## config.mk

```make
export PLATFORM = sky130hd
export DESIGN_NAME = mem_access_unit_flat
export DESIGN_NICKNAME = d
export VERILOG_FILES = /design/src/rtl/mem_access_unit_pkg.sv /design/src/rtl/mem_access_unit_if.sv /design/src/rtl/mem_access_unit_load_extend.sv /design/src/rtl/mem_access_unit.sv /design/src/flat_wrapper.sv
export SDC_FILE = /design/constraint.sdc
export NUM_CORES = 1
export LEC_CHECK = 0
export CAP_MARGIN = 30
export CORE_MARGIN = 2
export CORE_UTILIZATION = 38
export CTS_CLUSTER_DIAMETER = 60
export DETAILED_ROUTE_END_ITERATION = 8
export PLACE_DENSITY = 0.7
export RECOVER_POWER = 50
export SLEW_MARGIN = 20
export SYNTH_ARGS = -nofsm -noshare
export SYNTH_HDL_FRONTEND = slang
export SYNTH_SLANG_ARGS = --single-unit
```

## constraint.sdc

```tcl
create_clock -name clk -period 3.26 [get_ports clk]
set_input_delay 0.815 -clock clk [delete_from_list [all_inputs] [get_ports clk]]
set_output_delay 0.815 -clock clk [all_outputs]
set_load 0.01 [all_outputs]
```

## src/rtl/mem_access_unit_pkg.sv

```systemverilog
// rtl/mem_access_unit_pkg.sv - op encodings, FSM states and store lane helpers
package mem_access_unit_pkg;

  localparam logic [31:0] DATA_LIMIT_DEFAULT = 32'h0000_3000;

  typedef enum logic [2:0] {
    OP_LW  = 3'b000,
    OP_LH  = 3'b001,
    OP_LHU = 3'b010,
    OP_LB  = 3'b011,
    OP_LBU = 3'b100,
    OP_SW  = 3'b101,
    OP_SH  = 3'b110,
    OP_SB  = 3'b111
  } mau_op_e;

  typedef enum logic [1:0] {
    ST_IDLE   = 2'b00,
    ST_ACCESS = 2'b01,
    ST_RESP   = 2'b10,
    ST_ERR    = 2'b11
  } mau_state_e;

  function automatic logic op_is_store(input mau_op_e op);
    return (op == OP_SW) || (op == OP_SH) || (op == OP_SB);
  endfunction

  function automatic logic op_misaligned(input mau_op_e op, input logic [1:0] lo);
    logic bad;
    bad = 1'b0;
    case (op)
      OP_LW, OP_SW:         bad = (lo != 2'b00);
      OP_LH, OP_LHU, OP_SH: bad = lo[0];
      default:              bad = 1'b0;
    endcase
    return bad;
  endfunction

  function automatic logic [3:0] op_lane_mask(input mau_op_e op, input logic [1:0] lo);
    logic [3:0] mask;
    mask = 4'b0000;
    case (op)
      OP_SW:   mask = 4'b1111;
      OP_SH:   mask = lo[1] ? 4'b1100 : 4'b0011;
      OP_SB:   mask = 4'b0001 << lo;
      default: mask = 4'b0000;
    endcase
    return mask;
  endfunction

  // Sub-word stores replicate the source so every lane carries it; byteen picks the live one.
  function automatic logic [31:0] op_store_data(input mau_op_e op, input logic [31:0] wdata);
    logic [31:0] data;
    data = wdata;
    case (op)
      OP_SH:   data = {2{wdata[15:0]}};
      OP_SB:   data = {4{wdata[7:0]}};
      default: data = wdata;
    endcase
    return data;
  endfunction

endpackage

```

## src/rtl/mem_access_unit_if.sv

```systemverilog
// rtl/mem_access_unit_if.sv - data bus between the access unit and its memory responder
interface mem_access_unit_if;

  logic [31:0] m_data_addr;
  logic [31:0] m_data_wdata;
  logic [3:0]  m_data_byteen;
  logic        m_data_rd;
  logic [31:0] m_inst_addr;
  logic        m_data_ack;
  logic [31:0] m_data_rdata;

  modport master (
    output m_data_addr,
    output m_data_wdata,
    output m_data_byteen,
    output m_data_rd,
    output m_inst_addr,
    input  m_data_ack,
    input  m_data_rdata
  );

  modport slave (
    input  m_data_addr,
    input  m_data_wdata,
    input  m_data_byteen,
    input  m_data_rd,
    input  m_inst_addr,
    output m_data_ack,
    output m_data_rdata
  );

endinterface

```

## src/rtl/mem_access_unit_load_extend.sv

```systemverilog
// rtl/mem_access_unit_load_extend.sv - lane select and sign/zero extension of a load word
module load_extend
  import mem_access_unit_pkg::*;
(
  input  logic [31:0] word,
  input  logic [1:0]  addr,
  input  mau_op_e     op,
  output logic [31:0] result
);

  logic [15:0] half_sel;
  logic [7:0]  byte_sel;

  // Stores fall through to zero so the top can pass this straight into rdata.
  always_comb begin
    half_sel = addr[1] ? word[31:16] : word[15:0];
    byte_sel = word[{addr, 3'b000} +: 8];
    result   = '0;
    case (op)
      OP_LW:   result = word;
      OP_LH:   result = {{16{half_sel[15]}}, half_sel};
      OP_LHU:  result = {16'h0000, half_sel};
      OP_LB:   result = {{24{byte_sel[7]}}, byte_sel};
      OP_LBU:  result = {24'h00_0000, byte_sel};
      default: result = '0;
    endcase
  end

endmodule

```

## src/rtl/mem_access_unit.sv

```systemverilog
// rtl/mem_access_unit.sv - M-stage load/store unit: alignment check, bus access, ack timeout
module mem_access_unit
  import mem_access_unit_pkg::*;
#(
  parameter int unsigned ACK_TIMEOUT = 64,
  parameter logic [31:0] DATA_LIMIT  = DATA_LIMIT_DEFAULT
) (
  input  logic              clk,
  input  logic              reset,
  input  logic              req_valid,
  input  logic [2:0]        req_op,
  input  logic [31:0]       req_addr,
  input  logic [31:0]       req_wdata,
  input  logic [31:0]       req_pc,
  output logic              busy,
  output logic              done,
  output logic [31:0]       rdata,
  output logic              addr_err,
  output logic              bus_err,
  mem_access_unit_if.master bus
);

  localparam int CNT_W = (ACK_TIMEOUT > 1) ? $clog2(ACK_TIMEOUT) : 1;
  localparam logic [CNT_W-1:0] CNT_LAST = CNT_W'(ACK_TIMEOUT - 1);

  mau_state_e       state_q, state_d;
  mau_op_e          req_op_e, op_q;
  logic             req_bad;
  logic             ack_expired;
  logic [CNT_W-1:0] cnt_q;
  logic [1:0]       lo_q;
  logic [31:0]      addr_q, wdata_q, pc_q, rdata_q;
  logic [31:0]      load_word;
  logic [3:0]       byteen_q;
  logic             rd_q, addr_err_q, bus_err_q;

  assign req_op_e    = mau_op_e'(req_op);
  assign req_bad     = op_misaligned(req_op_e, req_addr[1:0]) || (req_addr >= DATA_LIMIT);
  assign ack_expired = (cnt_q == CNT_LAST);

  always_ff @(posedge clk or negedge reset) begin
    if (!reset) begin
      state_q <= ST_IDLE;
    end else begin
      state_q <= state_d;
    end
  end

  always_comb begin
    state_d = state_q;
    case (state_q)
      ST_IDLE: begin
        if (req_valid) begin
          state_d = req_bad ? ST_ERR : ST_ACCESS;
        end
      end
      ST_ACCESS: begin
        if (bus.m_data_ack) begin
          state_d = ST_RESP;
        end else if (ack_expired) begin
          state_d = ST_ERR;
        end
      end
      ST_RESP: state_d = ST_IDLE;
      ST_ERR:  state_d = ST_IDLE;
      default: state_d = ST_IDLE;
    endcase
  end

  // Result flags and rdata are one-cycle values: they default to zero every cycle
  // and are only set on the edge that enters RESP/ERR.
  always_ff @(posedge clk or negedge reset) begin
    if (!reset) begin
      op_q       <= OP_LW;
      lo_q       <= 2'b00;
      addr_q     <= '0;
      wdata_q    <= '0;
      pc_q       <= '0;
      byteen_q   <= '0;
      rd_q       <= 1'b0;
      cnt_q      <= '0;
      rdata_q    <= '0;
      addr_err_q <= 1'b0;
      bus_err_q  <= 1'b0;
    end else begin
      rdata_q    <= '0;
      addr_err_q <= 1'b0;
      bus_err_q  <= 1'b0;
      case (state_q)
        ST_IDLE: begin
          if (req_valid) begin
            if (req_bad) begin
              addr_err_q <= 1'b1;
            end else begin
              op_q     <= req_op_e;
              lo_q     <= req_addr[1:0];
              addr_q   <= {req_addr[31:2], 2'b00};
              wdata_q  <= op_store_data(req_op_e, req_wdata);
              pc_q     <= req_pc;
              byteen_q <= op_lane_mask(req_op_e, req_addr[1:0]);
              rd_q     <= !op_is_store(req_op_e);
              cnt_q    <= '0;
            end
          end
        end
        ST_ACCESS: begin
          if (bus.m_data_ack || ack_expired) begin
            addr_q   <= '0;
            wdata_q  <= '0;
            pc_q     <= '0;
            byteen_q <= '0;
            rd_q     <= 1'b0;
            cnt_q    <= '0;
            if (bus.m_data_ack) begin
              rdata_q <= load_word;
            end else begin
              bus_err_q <= 1'b1;
            end
          end else begin
            cnt_q <= cnt_q + 1'b1;
          end
        end
        default: ;
      endcase
    end
  end

  load_extend u_load_extend (
    .word   (bus.m_data_rdata),
    .addr   (lo_q),
    .op     (op_q),
    .result (load_word)
  );

  assign done     = (state_q == ST_RESP) || (state_q == ST_ERR);
  assign busy     = req_valid & ~done;
  assign rdata    = rdata_q;
  assign addr_err = addr_err_q;
  assign bus_err  = bus_err_q;

  assign bus.m_data_addr   = addr_q;
  assign bus.m_data_wdata  = wdata_q;
  assign bus.m_data_byteen = byteen_q;
  assign bus.m_data_rd     = rd_q;
  assign bus.m_inst_addr   = pc_q;

endmodule

```

## src/flat_wrapper.sv

```systemverilog
// flat-port wrapper written by rule: the top's interface ports become plain ports
module mem_access_unit_flat import mem_access_unit_pkg::*;
#(
  parameter int unsigned ACK_TIMEOUT = 64,
  parameter logic [31:0] DATA_LIMIT  = DATA_LIMIT_DEFAULT
)
  (clk, reset, req_valid, req_op, req_addr, req_wdata, req_pc, busy, done, rdata, addr_err, bus_err, bus_m_data_addr, bus_m_data_wdata, bus_m_data_byteen, bus_m_data_rd, bus_m_inst_addr, bus_m_data_ack, bus_m_data_rdata);
  mem_access_unit_if bus_i ();
  input  logic clk;
  input  logic reset;
  input  logic req_valid;
  input  logic [2:0] req_op;
  input  logic [31:0] req_addr;
  input  logic [31:0] req_wdata;
  input  logic [31:0] req_pc;
  output logic busy;
  output logic done;
  output logic [31:0] rdata;
  output logic addr_err;
  output logic bus_err;
  output wire logic [$bits(bus_i.m_data_addr)-1:0] bus_m_data_addr;
  output wire logic [$bits(bus_i.m_data_wdata)-1:0] bus_m_data_wdata;
  output wire logic [$bits(bus_i.m_data_byteen)-1:0] bus_m_data_byteen;
  output wire logic [$bits(bus_i.m_data_rd)-1:0] bus_m_data_rd;
  output wire logic [$bits(bus_i.m_inst_addr)-1:0] bus_m_inst_addr;
  input wire logic [$bits(bus_i.m_data_ack)-1:0] bus_m_data_ack;
  input wire logic [$bits(bus_i.m_data_rdata)-1:0] bus_m_data_rdata;
  assign bus_m_data_addr = bus_i.m_data_addr;
  assign bus_m_data_wdata = bus_i.m_data_wdata;
  assign bus_m_data_byteen = bus_i.m_data_byteen;
  assign bus_m_data_rd = bus_i.m_data_rd;
  assign bus_m_inst_addr = bus_i.m_inst_addr;
  assign bus_i.m_data_ack = bus_m_data_ack;
  assign bus_i.m_data_rdata = bus_m_data_rdata;
  mem_access_unit #(.ACK_TIMEOUT(ACK_TIMEOUT), .DATA_LIMIT(DATA_LIMIT)) u_core (.clk(clk), .reset(reset), .req_valid(req_valid), .req_op(req_op), .req_addr(req_addr), .req_wdata(req_wdata), .req_pc(req_pc), .busy(busy), .done(done), .rdata(rdata), .addr_err(addr_err), .bus_err(bus_err), .bus(bus_i));
endmodule
```

==> results_dict.tcl <==
set metrics [dict create \
    seq_area_frac_synth 0.565 \
    worst_setup_path_end_kind "primary output" \
    min_period_ns 3.09 \
    die_w_um 134 \
    wl_met3_um 1560 \
    ys.flop_type "dfrtp_1" \
    core_area_um2 16600 \
    setup_violations 0 \
    async_flop_share 1.00 \
    placed_cells 1066 \
    first_pass_iters 7 \
    start_kind "primary input" \
    ys_seq_elements 146 \
    grt_setup_unrepaired "false" \
    num_vias 5788 \
    nets 1001 \
    yosysTopAreaCell "dfrtp_1" \
    cts_setup_buffers 0 \
    rr_worst_depth 6 \
    rows 47 \
    hold_class "reg2reg" \
    root_buffer "clkbuf_16" \
    met1Wirelength_um 8180 \
    stdcell_area_um2 10000 \
    clk_latency_ns 0.43 \
    drcViolationCount 0 \
    leakage_nw 4.85 \
    min_period_over_period 0.947 \
    ioPinCount 272 \
    antenna_found_initial 0 \
    cts_buffers 17 \
    antenna_left 0 \
    worstPathRequired_ns 2.44 \
    max_slew_margin -0.161 \
    worst_pin_slew_ns 1.74 \
    worstSetupPathType "in2out" \
    max_freq_mhz 324 \
    finalWeightedCongestion 0.802 \
    die-area_um2 18100 \
    dp_hpwl_um 14100 \
    holdBufCountCts 0 \
    syn_inst 614 \
    met2RoutedLength_um 9870 \
    vdd_drop_max_uv 347 \
    syn_to_final_growth_pct 54.5 \
    htreeDepth 4 \
    place_area_um2 9390 \
    min_from "u_core.bus.m_data_wdata[9]" \
    drv_slew 67 \
    grt_max_degree 82 \
    die_h_um 134 \
    cts.sinks 146 \
    violations "max-capacitance violations, max-slew violations" \
    synth-edff-count 0 \
    cts_resized 0 \
    finalWirelength_um 20100 \
    r2r_slack_ns 0.70 \
    yosysUniqueCellTypes 46 \
    first_global_vias 6091 \
    tns_ns 0 \
    p_per_area_nw_per_um2 626 \
    reg2reg_from "u_core.lo_q[1]" \
    grt_pass1_wl_um 32000 \
    fin_cells 1098 \
    reg2reg_to "u_core.rdata[15]" \
    wl_per_cell_um 18.3 \
    cap_violations 1 \
    yosys-top-cells-area "dfrtp_1 56%, mux2i_1 4.3%, nand2_1 4.3%, mux2_2 4.2%, nand3_1 3.9%" \
    initial_core_util 0.389 \
    clock_skew_ns 0.00881 \
    outcome "finished, violations left" \
    io_buffers 269 \
    routed.top_layer "met4" \
    clk_pin_slew_ns 0.06 \
    synth_top_area_share 0.565 \
    worstHoldEndpoint "u_core.bus.m_data_wdata[9]" \
    syn_area_um2 6470 \
    cts_tree "built" \
    hold_depth 1 \
    viasPerCell 5.27 \
    grt_overflow_total 0 \
    place_ws_ns -0.0274 \
    antenna_cells 0 \
    clockBufferDepth 2 \
    drive_above_1_share 0.0957 \
    fin_ws_ns 0.173 \
    syn_avg_cell_area_um2 10.5 \
    arrival_ns 2.27 \
    yosysWarningCount 0 \
    path_max_fanout 4 \
    drt_iter0_markers 418 \
    grtUsageTotal 0.227 \
    utilization 0.601 \
    finalHoldViolCount 0 \
]
worst max path at each step:
stage	start	end	cells past startpoint	slack, ns
finish	req_valid	busy	3	0.17
global route	req_valid	busy	3	0.15
CTS	req_valid	busy	3	0.19
detailed placement	req_addr[13]	u_core.bus.m_inst_addr[18]	8	-0.03
global placement	req_addr[13]	u_core.bus.m_data_addr[13]	8	0.05
floorplan	req_valid	u_core.bus.m_data_byteen[2]	7	0.87
worst max-delay path: stages:
cell,delay (ns)
clkdlybuf4s50_1,0.53
nor2b_1,0.32
clkdlybuf4s50_1,0.61
cells in the mapped netlist (2+ instances only):
| cell type | count |
|---|---|
| buf_1 | 2 |
| xor2_1 | 3 |
| o211ai_1 | 9 |
| o21a_1 | 2 |
| nor2_1 | 13 |
| nor3_1 | 20 |
| inv_1 | 3 |
| nor2b_1 | 3 |
| a22o_1 | 17 |
| and3_1 | 22 |
| nand2b_1 | 2 |
| a21o_1 | 17 |
| o21ai_0 | 49 |
| mux2_4 | 2 |
| dfrtp_1 | 146 |
| buf_6 | 2 |
| mux2_2 | 24 |
| o21bai_1 | 2 |
| nor3b_1 | 3 |
| or3_1 | 2 |
| and2_1 | 3 |
| nor4_1 | 4 |
| buf_4 | 2 |
| a222oi_1 | 7 |
| nand2_1 | 74 |
| o22ai_1 | 2 |
| nand3_1 | 51 |
| buf_2 | 9 |
| a21oi_1 | 30 |
| a22oi_1 | 7 |
| mux2i_1 | 28 |
| or2_2 | 2 |
| clkbuf_1 | 39 |
flip-flops by register name, indices dropped and copies added, names as in the netlist:
signal and flops:
u_core.addr_err 1, u_core.cnt_q 6, u_core.bus.m_data_rd 1, u_core.bus.m_inst_addr 32
u_core.bus.m_data_wdata 32, u_core.rdata 32, u_core.bus.m_data_byteen 4, u_core.lo_q 2
u_core.bus.m_data_addr 30, u_core.op_q 3, u_core.bus_err 1, u_core.state_q 2
per-stage QoR:
step / hold slack, ns / power, mW
after global routing: 0.497 / 6.58
after global placement: 0.461 / 4.24
after floorplan: 0.477 / 3.18
after CTS: 0.406 / 6.37
after detailed placement: 0.469 / 4.31
final: 0.480 / 6.26
where the power goes:
| group | switching (mW) | internal, mW |
|---|---|---|
| logic | 0.916 | 0.943 |
| clock network | 0.805 | 1.23 |
| registers | 0.199 | 2.16 |
cells by family after synthesis:
family / share of synthesized area
AOI/OAI and AO/OA: 0.149
xor gates and xnor gates: 0.00541
adders and majority gates: 0.00193
buffers and inverters: 0.0383
DFF: 0.565
muxes: 0.0897
other: 0.000579
and+or+nand+nor: 0.150
layout make-up:
cell class                      count  area [µm²]
Inverter                            3        11.3
Timing Repair Buffer              285        2840
Fill cell                        1411        6640
Clock buffer                       18         439
Clock inverter                     14         179
Tap cell                          220         275
Sequential cell                   146        3650
Multi-Input combinational cell    412        2600
routing by layer:
metal / vias to the layer above / track usage
met3: 33 / 0.0747
li1: 2696 / -
met5: - / 0
met4: 0 / 0.0860
met1: 2832 / 0.277
met2: 227 / 0.375
placed cells by master, fill, tap and decap left out, drive strengths merged, types with 3 or more instances in the layout:
cell type | Yosys | final
clkdlybuf4s50 | 0 | 209
dfrtp | 146 | 146
nand2 | 74 | 74
dlygate4sd3 | 0 | 59
nand3 | 51 | 51
o21ai | 50 | 50
a21oi | 30 | 30
mux2i | 28 | 28
mux2 | 26 | 26
and3 | 22 | 22
clkbuf | 39 | 21
nor3 | 20 | 20
a21o | 17 | 17
a22o | 17 | 17
buf | 15 | 14
nor2 | 13 | 13
o211ai | 9 | 9
a22oi | 7 | 7
a222oi | 7 | 7
clkinvlp | 0 | 6
inv | 3 | 6
nor4 | 4 | 4
xor2 | 3 | 3
bufinv | 0 | 3
nor3b | 3 | 3
nor2b | 3 | 3
and2 | 3 | 3
No activity file was read; power rests on OpenSTA's default activity.
